`src/rtl/mdu_iterative_pkg.sv`:
```
// Shared multiply/divide unit definitions: op and state encodings plus the
// funct decode used by the control unit to drive the MDU.
package mdu_defs;

    localparam int unsigned FUNCT_W = 6;

    typedef enum logic [1:0] {
        MDU_MULT  = 2'b00,
        MDU_MULTU = 2'b01,
        MDU_DIV   = 2'b10,
        MDU_DIVU  = 2'b11
    } mdu_op_e;

    typedef enum logic [1:0] {
        S_IDLE = 2'b00,
        S_CALC = 2'b01,
        S_FIX  = 2'b10
    } mdu_state_e;

    localparam logic [FUNCT_W-1:0] FUNCT_MTHI  = 6'h11;
    localparam logic [FUNCT_W-1:0] FUNCT_MTLO  = 6'h13;
    localparam logic [FUNCT_W-1:0] FUNCT_MULT  = 6'h18;
    localparam logic [FUNCT_W-1:0] FUNCT_MULTU = 6'h19;
    localparam logic [FUNCT_W-1:0] FUNCT_DIV   = 6'h1A;
    localparam logic [FUNCT_W-1:0] FUNCT_DIVU  = 6'h1B;

    typedef struct packed {
        logic    start;
        mdu_op_e op;
        logic    mthi;
        logic    mtlo;
    } mdu_ctrl_t;

    // R-type funct field to MDU control strobes
    function automatic mdu_ctrl_t mdu_decode(input logic [FUNCT_W-1:0] funct);
        mdu_ctrl_t c;
        c = '0;
        case (funct)
            FUNCT_MULT:  begin c.start = 1'b1; c.op = MDU_MULT;  end
            FUNCT_MULTU: begin c.start = 1'b1; c.op = MDU_MULTU; end
            FUNCT_DIV:   begin c.start = 1'b1; c.op = MDU_DIV;   end
            FUNCT_DIVU:  begin c.start = 1'b1; c.op = MDU_DIVU;  end
            FUNCT_MTHI:  c.mthi = 1'b1;
            FUNCT_MTLO:  c.mtlo = 1'b1;
            default:     c = '0;
        endcase
        return c;
    endfunction

endpackage

```
`src/rtl/mdu_iterative.sv`:
```
// Radix-2 iterative multiply/divide unit with HI/LO registers.
// Fixed latency: WIDTH CALC steps followed by one sign-fixup/writeback cycle.
module mdu_iterative
    import mdu_defs::*;
#(
    parameter int unsigned WIDTH = 32
) (
    input  logic             Clock,
    input  logic             Reset_n,
    input  logic             Start,
    input  logic [1:0]       Op,
    input  logic [WIDTH-1:0] Operand_A,
    input  logic [WIDTH-1:0] Operand_B,
    input  logic             Mthi,
    input  logic             Mtlo,
    input  logic [WIDTH-1:0] Wr_Data,
    output logic             Busy,
    output logic             Done,
    output logic             Div_By_Zero,
    output logic [WIDTH-1:0] Hi,
    output logic [WIDTH-1:0] Lo
);

    localparam int unsigned CNT_W = $clog2(WIDTH) + 1;

    mdu_state_e         state_q, state_d;
    mdu_op_e            op_q, op_d;
    logic [WIDTH-1:0]   a_raw_q, a_raw_d;
    logic [WIDTH-1:0]   b_q, b_d;
    logic [WIDTH-1:0]   acc_q, acc_d;
    logic [WIDTH-1:0]   sh_q, sh_d;
    logic [CNT_W-1:0]   cnt_q, cnt_d;
    logic               neg_q, neg_d;
    logic               rem_neg_q, rem_neg_d;
    logic               bzero_q, bzero_d;
    logic [WIDTH-1:0]   hi_q, hi_d;
    logic [WIDTH-1:0]   lo_q, lo_d;
    logic               busy_q, busy_d;
    logic               done_q, done_d;
    logic               dbz_q, dbz_d;

    // Operand capture: magnitudes and sign flags for the signed ops
    mdu_op_e          op_in;
    logic             signed_in;
    logic             a_sgn, b_sgn;
    logic [WIDTH-1:0] a_mag, b_mag;

    assign op_in     = mdu_op_e'(Op);
    assign signed_in = (op_in == MDU_MULT) || (op_in == MDU_DIV);
    assign a_sgn     = signed_in & Operand_A[WIDTH-1];
    assign b_sgn     = signed_in & Operand_B[WIDTH-1];
    assign a_mag     = a_sgn ? -Operand_A : Operand_A;
    assign b_mag     = b_sgn ? -Operand_B : Operand_B;

    // One iteration step of each algorithm on the {acc, sh} pair
    logic             op_is_div;
    logic [WIDTH:0]   mult_sum;
    logic [WIDTH:0]   div_tmp;
    logic [WIDTH-1:0] div_diff;
    logic             div_ge;

    assign op_is_div = (op_q == MDU_DIV) || (op_q == MDU_DIVU);
    assign mult_sum  = {1'b0, acc_q} + (sh_q[0] ? {1'b0, b_q} : '0);
    assign div_tmp   = {acc_q, sh_q[WIDTH-1]};
    assign div_ge    = (div_tmp >= {1'b0, b_q});
    assign div_diff  = div_tmp[WIDTH-1:0] - b_q;

    // Final sign correction of product, quotient and remainder
    logic [2*WIDTH-1:0] prod_raw, prod_fix;
    logic [WIDTH-1:0]   quo_fix, rem_fix;

    assign prod_raw = {acc_q, sh_q};
    assign prod_fix = neg_q ? -prod_raw : prod_raw;
    assign quo_fix  = neg_q ? -sh_q : sh_q;
    assign rem_fix  = rem_neg_q ? -acc_q : acc_q;

    always_comb begin
        state_d   = state_q;
        op_d      = op_q;
        a_raw_d   = a_raw_q;
        b_d       = b_q;
        acc_d     = acc_q;
        sh_d      = sh_q;
        cnt_d     = cnt_q;
        neg_d     = neg_q;
        rem_neg_d = rem_neg_q;
        bzero_d   = bzero_q;
        hi_d      = hi_q;
        lo_d      = lo_q;
        done_d    = 1'b0;
        dbz_d     = 1'b0;

        unique case (state_q)
            S_IDLE: begin
                if (Start) begin
                    op_d      = op_in;
                    a_raw_d   = Operand_A;
                    b_d       = b_mag;
                    acc_d     = '0;
                    sh_d      = a_mag;
                    cnt_d     = CNT_W'(WIDTH);
                    rem_neg_d = a_sgn;
                    bzero_d   = (Operand_B == '0);
                    if (op_in == MDU_MULT || op_in == MDU_MULTU)
                        neg_d = (a_sgn ^ b_sgn) && (Operand_A != '0) && (Operand_B != '0);
                    else
                        neg_d = a_sgn ^ b_sgn;
                    state_d   = S_CALC;
                end else begin
                    if (Mthi) hi_d = Wr_Data;
                    if (Mtlo) lo_d = Wr_Data;
                end
            end
            S_CALC: begin
                if (op_is_div) begin
                    acc_d = div_ge ? div_diff : div_tmp[WIDTH-1:0];
                    sh_d  = {sh_q[WIDTH-2:0], div_ge};
                end else begin
                    acc_d = mult_sum[WIDTH:1];
                    sh_d  = {mult_sum[0], sh_q[WIDTH-1:1]};
                end
                cnt_d = cnt_q - CNT_W'(1);
                if (cnt_q == CNT_W'(1)) state_d = S_FIX;
            end
            S_FIX: begin
                if (!op_is_div) begin
                    hi_d = prod_fix[2*WIDTH-1:WIDTH];
                    lo_d = prod_fix[WIDTH-1:0];
                end else if (bzero_q) begin
                    hi_d  = a_raw_q;
                    lo_d  = '1;
                    dbz_d = 1'b1;
                end else begin
                    hi_d = rem_fix;
                    lo_d = quo_fix;
                end
                done_d  = 1'b1;
                state_d = S_IDLE;
            end
            default: state_d = S_IDLE;
        endcase

        busy_d = (state_d != S_IDLE);
    end

    always_ff @(posedge Clock or negedge Reset_n) begin
        if (!Reset_n) begin
            state_q   <= S_IDLE;
            op_q      <= MDU_MULT;
            a_raw_q   <= '0;
            b_q       <= '0;
            acc_q     <= '0;
            sh_q      <= '0;
            cnt_q     <= '0;
            neg_q     <= 1'b0;
            rem_neg_q <= 1'b0;
            bzero_q   <= 1'b0;
            hi_q      <= '0;
            lo_q      <= '0;
            busy_q    <= 1'b0;
            done_q    <= 1'b0;
            dbz_q     <= 1'b0;
        end else begin
            state_q   <= state_d;
            op_q      <= op_d;
            a_raw_q   <= a_raw_d;
            b_q       <= b_d;
            acc_q     <= acc_d;
            sh_q      <= sh_d;
            cnt_q     <= cnt_d;
            neg_q     <= neg_d;
            rem_neg_q <= rem_neg_d;
            bzero_q   <= bzero_d;
            hi_q      <= hi_d;
            lo_q      <= lo_d;
            busy_q    <= busy_d;
            done_q    <= done_d;
            dbz_q     <= dbz_d;
        end
    end

    assign Busy        = busy_q;
    assign Done        = done_q;
    assign Div_By_Zero = dbz_q;
    assign Hi          = hi_q;
    assign Lo          = lo_q;

endmodule
```
`config.mk`:
```
export PLATFORM = sky130hd
export DESIGN_NAME = mdu_iterative
export DESIGN_NICKNAME = d
export VERILOG_FILES = /design/src/rtl/mdu_iterative_pkg.sv /design/src/rtl/mdu_iterative.sv
export SDC_FILE = /design/constraint.sdc
export NUM_CORES = 1
export LEC_CHECK = 0
export CAP_MARGIN = 20
export CORE_ASPECT_RATIO = 2
export CORE_MARGIN = 8
export CORE_UTILIZATION = 45
export CTS_BUF_LIST = sky130_fd_sc_hd__clkbuf_2
export DETAILED_ROUTE_END_ITERATION = 6
export GPL_ROUTABILITY_DRIVEN = 0
export GPL_TIMING_DRIVEN = 0
export PLACE_DENSITY = 0.63
export SYNTH_ARGS = -nofsm -noshare
export SYNTH_HDL_FRONTEND = slang
export SYNTH_SLANG_ARGS = --single-unit
```
`constraint.sdc`:
```
create_clock -name Clock -period 6.94 [get_ports Clock]
set_input_delay 1.735 -clock Clock [delete_from_list [all_inputs] [get_ports Clock]]
set_output_delay 1.735 -clock Clock [all_outputs]
set_load 0.01 [all_outputs]
```
* Yosys cells after proc, flatten, opt, wreduce, memory -nomap -nowiden *
Index checks and enable logic that the tools add are counted.

word-level totals
  logic and storage cells = 88
  input port bits = 103
  register bits = 208
  output and inout bits = 67

operators by class
  mux-type cells = 33
  add/sub/neg operators = 8
  bitwise logic cells = 3
  eq/ne operators = 11
  reduce and logical (&&, ||, !) cells = 17
  magnitude comparators = 1

operators by type and width
  kind                                                                    count
  32-bit 2-to-1 mux                                                       18
  32-bit one-hot mux with 2 select lines                                  4
  32-bit negation                                                         4
  64-bit 2-to-1 mux                                                       1
  64-bit negation                                                         1
  32-bit nonzero test                                                     2
  32-bit by 32-bit adder with 33-bit output                               1
  33-bit by 32-bit >= comparator with 1-bit output                        1
  32-bit logical NOT                                                      1
  32-bit subtractor                                                       1
  6-bit one-hot mux with 2 select lines                                   1
  2-bit equality test (second input constant)                             4
  2-bit inequality test (second input constant)                           4
  6-bit by 1-bit equality test with 1-bit output (second input constant)  1
  6-bit 2-to-1 mux                                                        1
  3-bit AND reduction                                                     2
  2-bit nonzero test                                                      3
  6-bit by 1-bit subtractor with 6-bit output (second input constant)     1
  1-bit 2-to-1 mux                                                        5
  2-bit by 1-bit equality test with 1-bit output (second input constant)  2
  2-bit logical NOT                                                       2
  2-bit 2-to-1 mux                                                        2
  2-bit one-hot mux with 2 select lines                                   1
  2-bit AND reduction                                                     2
  4 further kinds                                                         8

* Depth between registers and ports, before layout *
  word-level depth = 7
  gate-level depth with buffers = 14
  mapped depth without buffers = 13

* Worst setup path after synthesis *
No wires, ideal clock.

  path kind = input to register
  from = input Operand_A[8]
  to = register sh_q[30]
  arrival time = 4138 ps
  slack = 2660 ps
  data required time = 6798 ps
  setup time = 142 ps
  stages on the path = 9
  buffers on the path = 0
  path through = or4_1 > or3_1 > or3_1 > or4_4 > nor3_4 > inv_2 > o21ai_2 > xor2_1 > o221ai_1

between the ends
  word-level cells in the longest chain between the ends = 4

ends and longest elaborated chain
  element                                 line                  RTL
  from (decl)                             mdu_iterative.sv:12   input logic [WIDTH-1:0] Operand_A,
  32-bit negation                         mdu_iterative.sv:52   assign a_mag = a_sgn ? -Operand_A : Operand_A;
  32-bit 2-to-1 mux                       mdu_iterative.sv:52
  32-bit 2-to-1 mux                       mdu_iterative.sv:95   if (Start) begin
  32-bit one-hot mux with 2 select lines  mdu_iterative.sv:93   unique case (state_q)
  to (signal assigned)                    mdu_iterative.sv:153  sh_q <= '0;
  to (signal assigned)                    mdu_iterative.sv:169  sh_q <= sh_d;
  to (decl)                               mdu_iterative.sv:31   logic [WIDTH-1:0] sh_q, sh_d;

Every way passes these cells. The select of a mux whose other input is x is not followed.
A chain may end at the register's enable or synchronous reset.

* Final worst setup path *
  from = register sh_q[31]
  to = register acc_q[27]

between the ends
  word-level cells in the longest chain between the ends = 4
  elaborated cells on any way between the ends = 5
  those cells by class = 1 x add/sub; 1 x order compare; 3 x mux

ends and longest elaborated chain
  element                                                                                       line                                      RTL
  32-bit subtractor / 33-bit by 32-bit >= comparator with 1-bit output (equally long branches)  mdu_iterative.sv:66, mdu_iterative.sv:65
  32-bit 2-to-1 mux (*)                                                                         mdu_iterative.sv:116                      acc_d = div_ge ? div_diff : div_tmp[WIDTH-1:0];
  32-bit 2-to-1 mux (*)                                                                         mdu_iterative.sv:115                      if (op_is_div) begin
  32-bit one-hot mux with 2 select lines (*)                                                    mdu_iterative.sv:93
  to (signal assigned)                                                                          mdu_iterative.sv:152                      acc_q <= '0;
  to (signal assigned)                                                                          mdu_iterative.sv:168                      acc_q <= acc_d;
  to (decl)                                                                                     mdu_iterative.sv:30                       logic [WIDTH-1:0] acc_q, acc_d;

Mark *: on every way between the ends. The rest lies on a longest branch, timed or not.

==> metrics.md <==
| Metric | Value |
|---|---|
| Data arrival, critical path | `5.86 ns` |
| RSZ-0062 raised after global routing | `no` |
| Leakage power | `0.008206 uW` |
| Number of setup violations in the final report | `0` |
| Crit path max fanout | `10` |
| Postcts setup bufs | `0` |
| WHS | `0.4845 ns` |
| Max Cap Viol | `0` |
| Initial Utilization | `45.46%` |
| Synth unique cells | `81` |
| Critical Path, Cell by Cell | `inv_1 > ha_1 > nor2b_1 > o21bai_1 > a211oi_1 > o311ai_1 > a31oi_1 > a21oi_1 > o31ai_2 > buf_2 > mux2i_1 > o21ai_0` |
| Crit path kind | `reg2reg` |
| Area of the die | `0.04356 sq mm` |
| Setup TNS | `0 ns` |
| Status | `complete, no violations` |
| H-tree levels | `2` |
| Top_reg_cell synth | `dfrtp_1` |
| Worst-path clk slew | `0.13 ns` |
| Fin cells | `2,855` |
| Hold_buf cts | `0` |
| Sink Count | `207` |
| Maximum buffer depth of the clock tree | `3` |
| Min Clock Period, post-route | `5.107 ns` |
| Drt first-iter violations | `1,444` |
| Largest net degree at the start of global routing | `111` |
| Drt wl/cell | `26.58 um` |
| Mapped Cells | `2,139` |
| # DRC | `0` |
| Final Hold Fails | `0` |
| Die X | `151.6 um` |
| 1st-pass router iterations | `6` |
| Worst IR drop on VDD | `222.8 uV` |
| Fraction of layout cells with a size suffix above 1 | `4.462%` |
| Power Density | `555.7 mW/mm^2` |
| Layout Utilization | `52.95%` |
| Final Cell Area | `0.01928 sq mm` |
| Asr flop ratio synth | `100.0%` |
| Fin Clk Skew | `0.07895 ns` |
| #FFs+latches synth | `207` |
| Post-CTS sizing | `0` |
| First-pass GRT wire length | `111.5 mm` |
| Total number of vias | `17,950` |
| DP HPWL | `58.12 mm` |
| Post-Synth Adder-Cell Area | `5.532%` |
| Routed WL | `75.89 mm` |
| Final period util | `73.59%` |
| Crit-path max cell delay | `0.83 ns` |
| Vias in the first global route | `18,310` |
| Via-to-Cell Ratio | `6.288` |
| Port Buffers | `169` |
| DRT antenna net count | `0` |
| WP data required | `7.70 ns` |
| Post-Synth XOR/XNOR Area | `8.940%` |
| Fmax | `0.1958 GHz` |
| Syn nets | `2,314` |
| Crit path launch type | `flip-flop` |
| Die H | `287.3 um` |
| Slew @ Worst Pin | `1.208 ns` |
| Ys Warns | `0` |
| Placement Rows | `99` |
| Seq/Total Area, Yosys | `31.29%` |
| CP Capture Type | `flip-flop` |
| Relative slew slack | `19.49%` |
| Mean Syn Cell Area | `7.741 sq um` |
| Final net count | `2,536` |
| TritonCTS Buffers | `49` |
| Worst Hold Class | `reg2reg` |
| Grt total ovfl | `0` |
| Synth Area in Simple Gates | `20.72%` |
| Boundary pin count | `170` |
| Inst Count DP | `2,763` |
| Mux contribution to synthesized area | `4.126%` |
| Complex-gate fraction of the synthesized area | `24.48%` |
| Placed Instance Area | `0.01885 sq mm` |
| Synth-to-layout area growth | `16.47%` |
| Antenna violations before repair | `6` |
| Clock Latency Late Sink | `0.96 ns` |
| Clock root buffer master | `clkbuf_2` |
| Slowest CP cell | `o31ai_2` |
| Fin. max-slew vios | `0` |
| Main combinational cell family by area after synthesis | `compound AO/OA/AOI/OAI gates` |
| Number of synthesized flops with an enable pin | `0` |
| Synthesized area | `0.01656 sq mm` |
| GR Util All Layers | `34.79%` |
| TritonCTS clock tree | `yes` |
| Core footprint | `0.03642 sq mm` |
[flip-flops by register name (all words and copies together), names as in the netlist, 2 cells and up]
name     flops
Hi          32
Lo          32
a_raw_q     32
acc_q       32
b_q         32
sh_q        32
cnt_q        6
state_q      2
[area by class of cell]
class | instances | area [sq um]
clock buffers | 67 | 335.3
plain buffers | 139 | 535.5
multi-input cells | 1719 | 10560
repair buffers | 171 | 1729
diodes | 3 | 7.507
fillers | 3669 | 17130
inverters | 74 | 277.8
clock inverters | 21 | 86.33
flip-flops and latches | 207 | 5180
well taps | 454 | 568.0
[worst paths after layout]
check / to / cells past startpoint / slack (ns) / startpoint
min reg2reg: cnt_q[5] / 1 / 0.48 / cnt_q[5]
min in group asynchronous: sh_q[16] / 1 / 0.81 / Reset_n
min: cnt_q[5] / 1 / 0.48 / cnt_q[5]
max in group asynchronous: Hi[18] / 2 / 5.04 / Reset_n
max: acc_q[27] / 12 / 1.83 / sh_q[31]
max reg2reg: acc_q[27] / 12 / 1.83 / sh_q[31]
[synth_stat cells (18+ instances only)]
| cell | count | area (sq um) |
|---|---|---|
| mux2i_1 | 66 | 660.6 |
| o22ai_1 | 37 | 231.5 |
| o31ai_1 | 27 | 202.7 |
| a22oi_1 | 26 | 195.2 |
| a21oi_1 | 127 | 635.6 |
| and3_1 | 21 | 131.4 |
| nand2_1 | 347 | 1303 |
| o21ai_0 | 263 | 1316 |
| dfrtp_1 | 207 | 5180 |
| o211ai_1 | 18 | 135.1 |
| nand3_1 | 41 | 205.2 |
| xnor2_1 | 105 | 919.6 |
| xor2_1 | 64 | 560.5 |
| nor3_1 | 41 | 205.2 |
| ha_1 | 70 | 875.8 |
| nand2b_1 | 23 | 143.9 |
| clkbuf_1 | 122 | 457.9 |
| a21o_1 | 31 | 232.7 |
| or3_1 | 28 | 175.2 |
| inv_1 | 73 | 274.0 |
| nor2_1 | 144 | 540.5 |
[cell families (layout without fill, tap and decap cells)]
logic type / count (synthesis) / in the layout
compound gates: 665 / 665
xor+xnor: 169 / 169
fa+ha+maj: 72 / 72
buf+inv: 213 / 472
flops: 207 / 207
mux: 68 / 68
other cells: 0 / 3
simple gates: 745 / 745
[power by group]
group | internal (uW) | switching, uW | total [uW]
clock network | 265 | 563 | 828
registers | 1800 | 810 | 2610
logic | 2790 | 4490 | 7280
total | 4850 | 5860 | 10700
[cells in the final DEF, fill, tap and decap left out, drive strengths merged, types with 70 or more instances in the layout]
cell	synthesis	final
a21oi	127	127
clkbuf	122	189
clkdlybuf4s50	0	168
dfrtp	207	207
ha	70	70
inv	74	75
nand2	348	348
nor2	144	144
o21ai	271	271
xnor2	105	105
[per-layer routing]
layer / up-vias / track usage [%] / part of all wire [%]
met5: - / 0 / 0.037
met4: 4 / 33.86 / 11
met3: 394 / 7.473 / 7.9
met2: 1050 / 60.46 / 50
met1: 8411 / 32.48 / 31
li1: 8093 / - / -
[worst max-delay path, delay by kind of cell, from the launching register on]
kind,cells,cell delay (ns)
compound gates,7,2.58
flops,1,0.67
fa+ha+maj,1,0.32
buf+inv,2,0.84
simple gates,1,0.19
mux,1,0.30
[stage by stage]
step | setup slack [ns] | power [uW]
2_1_floorplan | 2.660 | 7019
3_3_place_gp | -4.924 | 9434
3_5_place_dp | 1.753 | 9579
4_1_cts | 2.174 | 10410
5_1_grt | 1.821 | 11420
6_report | 1.833 | 10720
Note: power is estimated with default switching activity, not from simulation.
